File: config.mk
export PLATFORM = sky130hd
export DESIGN_NAME = hram_uart_cmd_bridge
export DESIGN_NICKNAME = d
export VERILOG_FILES = /design/src/rtl/hram_uart_cmd_bridge_pkg.sv /design/src/rtl/hram_resp_fifo.sv /design/src/rtl/hram_uart_cmd_bridge.sv
export SDC_FILE = /design/constraint.sdc
export NUM_CORES = 1
export LEC_CHECK = 0
export CORE_ASPECT_RATIO = 1.4
export CORE_MARGIN = 8
export CORE_UTILIZATION = 45
export CTS_CLUSTER_DIAMETER = 30
export DETAILED_ROUTE_END_ITERATION = 10
export PLACE_DENSITY = 0.71
export SLEW_MARGIN = 5
export SYNTH_ARGS = -nofsm -noshare
export SYNTH_HDL_FRONTEND = slang
export SYNTH_HIERARCHICAL = 1
export SYNTH_SLANG_ARGS = --single-unit
File: constraint.sdc
create_clock -name clk -period 5.4 [get_ports clk]
set_input_delay 1.08 -clock clk [delete_from_list [all_inputs] [get_ports clk]]
set_output_delay 1.08 -clock clk [all_outputs]
set_load 0.02 [all_outputs]
File: src/rtl/hram_uart_cmd_bridge_pkg.sv
// Command codes, response constants and TX FSM encoding shared by the UART-to-HyperRAM bridge.
// Optional checksum framing is selected with the HRAM_CMD_CKSUM_EN macro in the top module.
package hram_uart_cmd_bridge_pkg;

    localparam logic [7:0] CMD_ADDR   = 8'h01;
    localparam logic [7:0] CMD_LOAD   = 8'h02;
    localparam logic [7:0] CMD_WRITE  = 8'h03;
    localparam logic [7:0] CMD_READ   = 8'h04;
    localparam logic [7:0] CMD_RDREQ  = 8'h05;
    localparam logic [7:0] CMD_COUNT  = 8'h06;
    localparam logic [7:0] CMD_CONST  = 8'h07;
    localparam logic [7:0] CMD_BURST  = 8'h08;
    localparam logic [7:0] CMD_STATUS = 8'h09;

    localparam logic [7:0]  NAK_BYTE  = 8'hEE;
    localparam int unsigned CONST_VAL = 259;

    typedef enum logic [1:0] {
        TX_IDLE    = 2'd0,
        TX_START   = 2'd1,
        TX_WAIT_LO = 2'd2,
        TX_WAIT_HI = 2'd3
    } tx_state_t;

endpackage

File: src/rtl/hram_resp_fifo.sv
// Response FIFO, DW x DEPTH words, first-word fall-through read port.
// A push while full succeeds only when a pop happens in the same cycle.
module hram_resp_fifo #(
    parameter int unsigned DW    = 32,
    parameter int unsigned DEPTH = 8
) (
    input  logic                       clk,
    input  logic                       rstn,
    input  logic                       push,
    input  logic [DW-1:0]              push_data,
    input  logic                       pop,
    output logic [DW-1:0]              pop_data_c,
    output logic                       full_c,
    output logic                       empty_c,
    output logic [$clog2(DEPTH+1)-1:0] level
);

    localparam int unsigned AW = $clog2(DEPTH);
    localparam int unsigned LW = $clog2(DEPTH + 1);

    logic [DW-1:0] mem_q [DEPTH];
    logic [AW-1:0] wr_ptr_q, wr_ptr_d, rd_ptr_q, rd_ptr_d;
    logic [LW-1:0] level_q, level_d;
    logic          do_push, do_pop;

    assign full_c     = (level_q == LW'(DEPTH));
    assign empty_c    = (level_q == '0);
    assign pop_data_c = mem_q[rd_ptr_q];
    assign level      = level_q;

    always_comb begin
        do_pop   = pop && !empty_c;
        do_push  = push && (!full_c || do_pop);
        wr_ptr_d = wr_ptr_q + AW'(do_push);
        rd_ptr_d = rd_ptr_q + AW'(do_pop);
        level_d  = level_q + LW'(do_push) - LW'(do_pop);
    end

    always_ff @(posedge clk) begin
        if (do_push) mem_q[wr_ptr_q] <= push_data;
    end

    always_ff @(posedge clk or negedge rstn) begin
        if (!rstn) begin
            wr_ptr_q <= '0;
            rd_ptr_q <= '0;
            level_q  <= '0;
        end else begin
            wr_ptr_q <= wr_ptr_d;
            rd_ptr_q <= rd_ptr_d;
            level_q  <= level_d;
        end
    end

endmodule

File: src/rtl/hram_uart_cmd_bridge.sv
// UART-to-HyperRAM command bridge: frames RX bytes into commands, drives memory requests and
// streams FIFO'd response words MSB first. Define HRAM_CMD_CKSUM_EN for XOR-checksummed framing.
module hram_uart_cmd_bridge
    import hram_uart_cmd_bridge_pkg::*;
#(
    parameter int unsigned DW             = 32,
    parameter int unsigned DATA_BYTES     = DW / 8,
    parameter int unsigned RESP_DEPTH     = 8,
    parameter int unsigned TIMEOUT_CYCLES = 24000
) (
    input  logic          clk,
    input  logic          rstn,
    input  logic          rx_rcv,
    input  logic [7:0]    rx_data,
    input  logic          tx_ready,
    output logic          tx_start,
    output logic [7:0]    tx_data,
    output logic [31:0]   mem_addr,
    output logic [DW-1:0] mem_wr_d,
    output logic          mem_wr_req,
    output logic          mem_rd_req,
    output logic [5:0]    mem_rd_num,
    input  logic [DW-1:0] mem_rd_d,
    input  logic          mem_rd_rdy,
    input  logic          mem_busy,
    output logic [7:0]    err_count
);

`ifdef HRAM_CMD_CKSUM_EN
    localparam int unsigned CK_BYTES = 1;
`else
    localparam int unsigned CK_BYTES = 0;
`endif
    localparam int unsigned PW          = 8 * DATA_BYTES;
    localparam int unsigned FRAME_BYTES = 1 + DATA_BYTES + CK_BYTES;
    localparam int unsigned FW          = 8 * FRAME_BYTES;
    localparam int unsigned CW          = $clog2(FRAME_BYTES + 1);
    localparam int unsigned TOW         = $clog2(TIMEOUT_CYCLES + 1);
    localparam int unsigned LW          = $clog2(RESP_DEPTH + 1);
    localparam int unsigned TX_BYTES    = DATA_BYTES + CK_BYTES;
    localparam int unsigned TXW         = 8 * TX_BYTES;
    localparam int unsigned BIW         = $clog2(TX_BYTES + 1);

    logic [CW-1:0]  cnt_q, cnt_d;
    logic [FW-1:0]  frame_q, frame_d;
    logic [TOW-1:0] to_q, to_d;
    logic           decode_q, decode_d, to_err;

    logic [31:0]    mem_addr_q, mem_addr_d;
    logic [DW-1:0]  mem_wr_d_q, mem_wr_d_d;
    logic           mem_wr_req_q, mem_wr_req_d, mem_rd_req_q, mem_rd_req_d;
    logic [5:0]     mem_rd_num_q, mem_rd_num_d, left_q, left_d;
    logic [DW-1:0]  rd_word_q, rd_word_d, count_q, count_d, hold_q, hold_d;
    logic           burst_q, burst_d, hold_v_q, hold_v_d;
    logic [7:0]     err_count_q, err_count_d;

    tx_state_t      state_q, state_d;
    logic           tx_start_q, tx_start_d;
    logic [7:0]     tx_data_q, tx_data_d;
    logic [TXW-1:0] shift_q, shift_d, tx_word;
    logic [BIW-1:0] bidx_q, bidx_d;

    logic [7:0]     cmd;
    logic [PW-1:0]  payload;
    logic [5:0]     burst_n;
    logic           ck_bad, blk, nak, resp_v, resp_drop, burst_push, full_drop;
    logic [DW-1:0]  resp_w, push_w, fifo_rd_c;
    logic           push_v, pop, full_c, empty_c;
    logic [LW-1:0]  fifo_level;

    assign cmd     = frame_q[FW-1 -: 8];
    assign payload = frame_q[8*CK_BYTES +: PW];
    assign burst_n = payload[5:0];
    assign blk     = mem_busy || burst_q;

`ifdef HRAM_CMD_CKSUM_EN
    function automatic logic [7:0] xor_bytes(input logic [DW-1:0] w);
        logic [7:0] x;
        x = 8'h00;
        for (int unsigned i = 0; i < DATA_BYTES; i++) x ^= w[8*i +: 8];
        return x;
    endfunction
    assign ck_bad  = ((xor_bytes(DW'(payload)) ^ cmd) != frame_q[7:0]);
    assign tx_word = {fifo_rd_c, xor_bytes(fifo_rd_c)};
`else
    assign ck_bad  = 1'b0;
    assign tx_word = TXW'(fifo_rd_c);
`endif

    // Byte framing with inter-byte timeout; decode fires the cycle after the last byte.
    always_comb begin
        cnt_d    = cnt_q;
        frame_d  = frame_q;
        to_d     = '0;
        decode_d = 1'b0;
        to_err   = 1'b0;
        if (rx_rcv) begin
            frame_d = {frame_q[FW-9:0], rx_data};
            if (cnt_q == CW'(FRAME_BYTES - 1)) begin
                cnt_d    = '0;
                decode_d = 1'b1;
            end else begin
                cnt_d = cnt_q + CW'(1);
            end
        end else if (cnt_q != '0) begin
            if (to_q == TOW'(TIMEOUT_CYCLES - 1)) begin
                cnt_d  = '0;
                to_err = 1'b1;
            end else begin
                to_d = to_q + TOW'(1);
            end
        end
    end

    // Command execution, burst capture, response staging and error accounting.
    always_comb begin
        mem_addr_d   = mem_addr_q;
        mem_wr_d_d   = mem_wr_d_q;
        mem_wr_req_d = 1'b0;
        mem_rd_req_d = 1'b0;
        mem_rd_num_d = mem_rd_num_q;
        rd_word_d    = rd_word_q;
        count_d      = count_q;
        burst_d      = burst_q;
        left_d       = left_q;
        hold_d       = hold_q;
        hold_v_d     = hold_v_q;
        err_count_d  = err_count_q;
        nak          = 1'b0;
        resp_v       = 1'b0;
        resp_w       = '0;
        resp_drop    = 1'b0;
        burst_push   = 1'b0;
        if (mem_rd_rdy) begin
            rd_word_d = mem_rd_d;
            if (burst_q) begin
                burst_push = 1'b1;
                left_d     = left_q - 6'd1;
                if (left_q == 6'd1) burst_d = 1'b0;
            end
        end
        if (decode_q) begin
            if (ck_bad) begin
                nak = 1'b1;
            end else begin
                case (cmd)
                    CMD_ADDR:   begin mem_addr_d = 32'(payload); resp_v = 1'b1; resp_w = DW'(payload); end
                    CMD_LOAD:   begin mem_wr_d_d = DW'(payload); resp_v = 1'b1; resp_w = DW'(payload); end
                    CMD_WRITE: begin
                        if (blk) nak = 1'b1;
                        else begin mem_wr_req_d = 1'b1; resp_v = 1'b1; resp_w = DW'(3); end
                    end
                    CMD_READ:   begin resp_v = 1'b1; resp_w = rd_word_q; end
                    CMD_RDREQ: begin
                        if (blk) nak = 1'b1;
                        else begin
                            mem_rd_num_d = 6'd1;
                            mem_rd_req_d = 1'b1;
                            resp_v       = 1'b1;
                            resp_w       = DW'(5);
                        end
                    end
                    CMD_COUNT:  begin resp_v = 1'b1; resp_w = count_q; count_d = count_q + DW'(1); end
                    CMD_CONST:  begin resp_v = 1'b1; resp_w = DW'(CONST_VAL); end
                    CMD_BURST: begin
                        if (burst_n == 6'd0 || 32'(burst_n) > RESP_DEPTH || blk) nak = 1'b1;
                        else begin
                            mem_rd_num_d = burst_n;
                            mem_rd_req_d = 1'b1;
                            burst_d      = 1'b1;
                            left_d       = burst_n;
                        end
                    end
                    CMD_STATUS: begin
                        resp_v = 1'b1;
                        resp_w = DW'({err_count_q, fifo_level, burst_q, mem_busy});
                    end
                    default:    nak = 1'b1;
                endcase
            end
        end
        if (nak) begin
            resp_v = 1'b1;
            resp_w = DW'({DATA_BYTES{NAK_BYTE}});
        end
        // Burst words own the FIFO write port; a staged response waits one cycle behind them.
        push_v = burst_push || hold_v_q;
        push_w = burst_push ? mem_rd_d : hold_q;
        if (!burst_push) hold_v_d = 1'b0;
        if (resp_v) begin
            if (hold_v_d) resp_drop = 1'b1;
            else begin
                hold_d   = resp_w;
                hold_v_d = 1'b1;
            end
        end
        full_drop = push_v && full_c && !pop;
        if ((to_err || nak || resp_drop || full_drop) && err_count_q != 8'hFF)
            err_count_d = err_count_q + 8'd1;
    end

    // TX byte sequencer handshaking with uart_tx.
    always_comb begin
        state_d    = state_q;
        tx_start_d = 1'b0;
        tx_data_d  = tx_data_q;
        shift_d    = shift_q;
        bidx_d     = bidx_q;
        pop        = 1'b0;
        case (state_q)
            TX_IDLE: begin
                if (!empty_c && tx_ready) begin
                    pop        = 1'b1;
                    tx_data_d  = tx_word[TXW-1 -: 8];
                    shift_d    = tx_word << 8;
                    bidx_d     = BIW'(1);
                    tx_start_d = 1'b1;
                    state_d    = TX_START;
                end
            end
            TX_START:   state_d = TX_WAIT_LO;
            TX_WAIT_LO: if (!tx_ready) state_d = TX_WAIT_HI;
            TX_WAIT_HI: begin
                if (tx_ready) begin
                    if (bidx_q == BIW'(TX_BYTES)) state_d = TX_IDLE;
                    else begin
                        tx_data_d  = shift_q[TXW-1 -: 8];
                        shift_d    = shift_q << 8;
                        bidx_d     = bidx_q + BIW'(1);
                        tx_start_d = 1'b1;
                        state_d    = TX_START;
                    end
                end
            end
            default:    state_d = TX_IDLE;
        endcase
    end

    always_ff @(posedge clk or negedge rstn) begin
        if (!rstn) begin
            cnt_q        <= '0;
            frame_q      <= '0;
            to_q         <= '0;
            decode_q     <= 1'b0;
            mem_addr_q   <= '0;
            mem_wr_d_q   <= '0;
            mem_wr_req_q <= 1'b0;
            mem_rd_req_q <= 1'b0;
            mem_rd_num_q <= 6'd1;
            left_q       <= '0;
            rd_word_q    <= '0;
            count_q      <= '0;
            hold_q       <= '0;
            burst_q      <= 1'b0;
            hold_v_q     <= 1'b0;
            err_count_q  <= '0;
            state_q      <= TX_IDLE;
            tx_start_q   <= 1'b0;
            tx_data_q    <= '0;
            shift_q      <= '0;
            bidx_q       <= '0;
        end else begin
            cnt_q        <= cnt_d;
            frame_q      <= frame_d;
            to_q         <= to_d;
            decode_q     <= decode_d;
            mem_addr_q   <= mem_addr_d;
            mem_wr_d_q   <= mem_wr_d_d;
            mem_wr_req_q <= mem_wr_req_d;
            mem_rd_req_q <= mem_rd_req_d;
            mem_rd_num_q <= mem_rd_num_d;
            left_q       <= left_d;
            rd_word_q    <= rd_word_d;
            count_q      <= count_d;
            hold_q       <= hold_d;
            burst_q      <= burst_d;
            hold_v_q     <= hold_v_d;
            err_count_q  <= err_count_d;
            state_q      <= state_d;
            tx_start_q   <= tx_start_d;
            tx_data_q    <= tx_data_d;
            shift_q      <= shift_d;
            bidx_q       <= bidx_d;
        end
    end

    hram_resp_fifo #(
        .DW    (DW),
        .DEPTH (RESP_DEPTH)
    ) u_resp_fifo (
        .clk        (clk),
        .rstn       (rstn),
        .push       (push_v),
        .push_data  (push_w),
        .pop        (pop),
        .pop_data_c (fifo_rd_c),
        .full_c     (full_c),
        .empty_c    (empty_c),
        .level      (fifo_level)
    );

    assign tx_start   = tx_start_q;
    assign tx_data    = tx_data_q;
    assign mem_addr   = mem_addr_q;
    assign mem_wr_d   = mem_wr_d_q;
    assign mem_wr_req = mem_wr_req_q;
    assign mem_rd_req = mem_rd_req_q;
    assign mem_rd_num = mem_rd_num_q;
    assign err_count  = err_count_q;

endmodule

==> metrics.yaml <==
status:
  status: "finished clean"
power:
  ir_drop_v: 0.000311
  p_per_area_nw_per_um2: 477
  leakage_uw: 0.0108
clock_tree:
  clkSlewWorstSetupHoldPaths_ns: 0.06
  cts_buffer_depth: 3
  insertion_delay_ns: 0.60
  cts.repair.resized: 0
  cts_buffers: 77
  cts_tree: "built"
  cts_setup_buffers: 0
  numClockSinks: 547
  cts-root-buf: "clkbuf_16"
  htree_levels: 3
  cts_hold_buf: 0
worst_setup_path:
  worst_path_max_delay_cell: "or4_4"
  worstPathArrival_ns: 3.44
  path_delay_family: "simple AND/OR/NAND/NOR gates"
  slowest_delay_ns: 0.70
  worstPathMaxFanout: 33
  endpoint_kind: "flop"
  path_class: "flop to flop"
  required_ns: 5.88
  crit_path_cell_trace: "or4_4, nor3_4, buf_4, and3_1, and2_1, nand3_1, xnor2_1"
  cp-start-kind: "flop"
  critPathBufInv: 1
grt:
  grt_pass1_vias: 14200
  grt_max_degree: 109
  antenna_found_initial: 1
  grt_pass1_wl_mm: 84.9
  grt_use_total_pct: 18.3
  grt_overflow: 0
sta:
  timing.fmax_mhz: 338
  setup-violations-final: 0
  slew_headroom_pct: 26.2
  whs_ns: 0.463
  layout_setup_ws_ns: 2.44
  worst_pin_slew_ns: 1.10
  drv_slew: 0
  fin_setup_tns_ns: 0
  fin_worst_skew_ns: 0.0231
  period_needed_ns: 2.96
  post-route-period-util_pct: 54.8
  rsz0062_at_grt: "no"
  hold_violations: 0
placed_design:
  dpl_worst_slack_ns: 1.90
  gp_congestion: 0.839
  place_inst: 2190
  numPortBuffers: 134
  dp_hpwl_mm: 34.6
synth:
  synth_top_area_share_pct: 33.4
  synth_edf_count: 256
  synth_cell_types: 66
  synth_warnings: 6
  synth_cells: 1462
  ys_seq_elements: 547
  syn-num-nets: 1530
  avgSynthCellArea_sq_um: 15.8
  synth_area_leaders: "edfxtp_1 (33%), dfrtp_1 (32%), mux2_2 (6.6%)"
  async_flop_share_pct: 53.2
  syn_area_sq_um: 23000
  synth_ff_type: "dfrtp_1"
  seq_area_frac_synth_pct: 65.0
  yosys.area.top_type: "edfxtp_1"
floorplan:
  dieWidth_um: 207
  die_h_um: 284
  start_util_pct: 45.3
  die_area_sq_um: 58800
  io_pins: 135
  row_count: 98
  coreArea_sq_um: 50900
drt:
  wl_per_cell_um: 23.2
  ant_nets: 0
  drc_errors: 0
  vias: 13300
  vias_per_cell: 5.68
  routed_wl_mm: 54.1
  initialDrtViolationCount: 848
  first_pass_iters: 5
final_layout:
  area_growth_syn_to_layout_pct: 20.6
  final_cells: 2334
  final_util_pct: 54.6
  nNetsFinal: 1687
  drive_above_1_share_pct: 20.7
worst_hold_path:
  hp-class: "flop to flop"
run:
  drv_cap: 0
[state kept, by name, summed over array words and instances (netlist names), 8 cells and up]
| signal | flops |
|---|---|
| mem_wr_d | 32 |
| hold_q | 32 |
| to_q | 15 |
| frame_q | 40 |
| u_resp_fifo/mem_q | 256 |
| tx_data | 8 |
| err_count | 8 |
| shift_q | 24 |
| mem_addr | 32 |
| count_q | 32 |
| rd_word_q | 32 |
[worst paths after layout]
path	start	end	slack, ns	depth (start not counted)
worst max register to register	frame_q[37]$_DFFE_PN0P_	count_q[19]$_DFFE_PN0P_	2.44	7
min in group asynchronous	rstn	state_q[1]$_DFFE_PN0P_	0.57	1
max in group asynchronous	rstn	mem_addr[31]$_DFFE_PN0P_	3.70	2
worst min-delay path	mem_rd_num[0]$_DFFE_PN1P_	mem_rd_num[0]$_DFFE_PN1P_	0.46	2
worst min register to register	mem_rd_num[0]$_DFFE_PN1P_	mem_rd_num[0]$_DFFE_PN1P_	0.46	2
worst max-delay path	frame_q[37]$_DFFE_PN0P_	count_q[19]$_DFFE_PN0P_	2.44	7
[routing by layer]
metal	wire (um)	global-route usage (%)
met1	21000	21.2
met2	28900	33.5
met3	2780	3.50
met4	1400	6.57
met5	0	0
[cell type report]
cell class | instances | area, sq um
inverter | 22 | 82.6
fill | 3960 | 23100
tap | 650 | 813
sequential | 547 | 15000
clock inverter | 48 | 561
multi-input combinational | 812 | 7650
clock buffer | 95 | 2160
antenna | 1 | 2.50
timing repair buffer | 159 | 1540
[cell families after synthesis]
group / Yosys count / share of synthesized area (%)
xor gates and xnor gates: 60 / 2.28
adders and majority gates: 22 / 1.23
buffers and inverters: 103 / 2.08
AOI/OAI and AO/OA: 178 / 5.38
DFF: 547 / 65.0
and+or+nand+nor: 248 / 5.57
muxes: 304 / 18.5
[Yosys cell counts, types with 7 or more instances]
master,count
edfxtp_1,256
mux2i_1,35
mux4_2,24
buf_6,9
nor3_1,12
ha_1,21
a21oi_1,28
nand2b_1,8
nand2_1,85
mux2_1,69
and2_1,7
dfrtp_1,290
o21ai_0,33
o21a_1,14
nand4_1,11
clkbuf_1,46
o22a_1,10
a222oi_1,18
buf_1,8
a22o_1,12
nor2_1,43
buf_2,17
a22oi_1,10
inv_1,22
o21ai_1,26
mux2_2,136
and3_1,12
nand3_1,25
xor2_1,28
xnor2_1,32
mux4_1,40
[where the power goes]
part,internal (uW),switching [uW]
combinational,1220,1270
clock,3210,1980
sequential,5000,568
total,9430,3810
[worst register-to-register path: cells and delay by family, from the launching register on]
| kind | cells | cell delay, ns |
|---|---|---|
| buffers and inverters | 1 | 0.37 |
| XOR/XNOR | 1 | 0.22 |
| flip-flops | 1 | 0.41 |
| AND/OR/NAND/NOR | 5 | 1.85 |
[cells in the final DEF, fill, tap and decap left out, drive strengths merged, types with 3 or more instances in the layout]
cell type / n
xor2: 28
a211oi: 4
a22oi: 10
nand2: 85
a32oi: 3
a22o: 12
ha: 21
nand4: 11
o2bb2ai: 6
a21oi: 28
nor2b: 6
nand3: 25
buf: 28
mux2: 205
a222oi: 18
bufinv: 6
inv: 43
and3: 12
and4b: 4
nor2: 44
nor4: 4
o21ai: 60
clkbuf: 95
clkdlybuf4s50: 131
xnor2: 32
a21boi: 4
mux4: 64
a32o: 3
dfrtp: 290
mux2i: 35
nor4b: 7
nand2b: 8
edfxtp: 256
clkinv: 20
and2: 7
nor3: 15
o22a: 10
or2: 5
o21a: 14
[stage by stage]
step	instance area [sq um]	total power, uW
2_1_floorplan	23000	7240
3_3_place_gp	25100	8000
3_5_place_dp	25100	8120
4_1_cts	27800	13400
5_1_grt	27800	13800
6_report	27800	13200
Power figures use the tool's default switching activity.
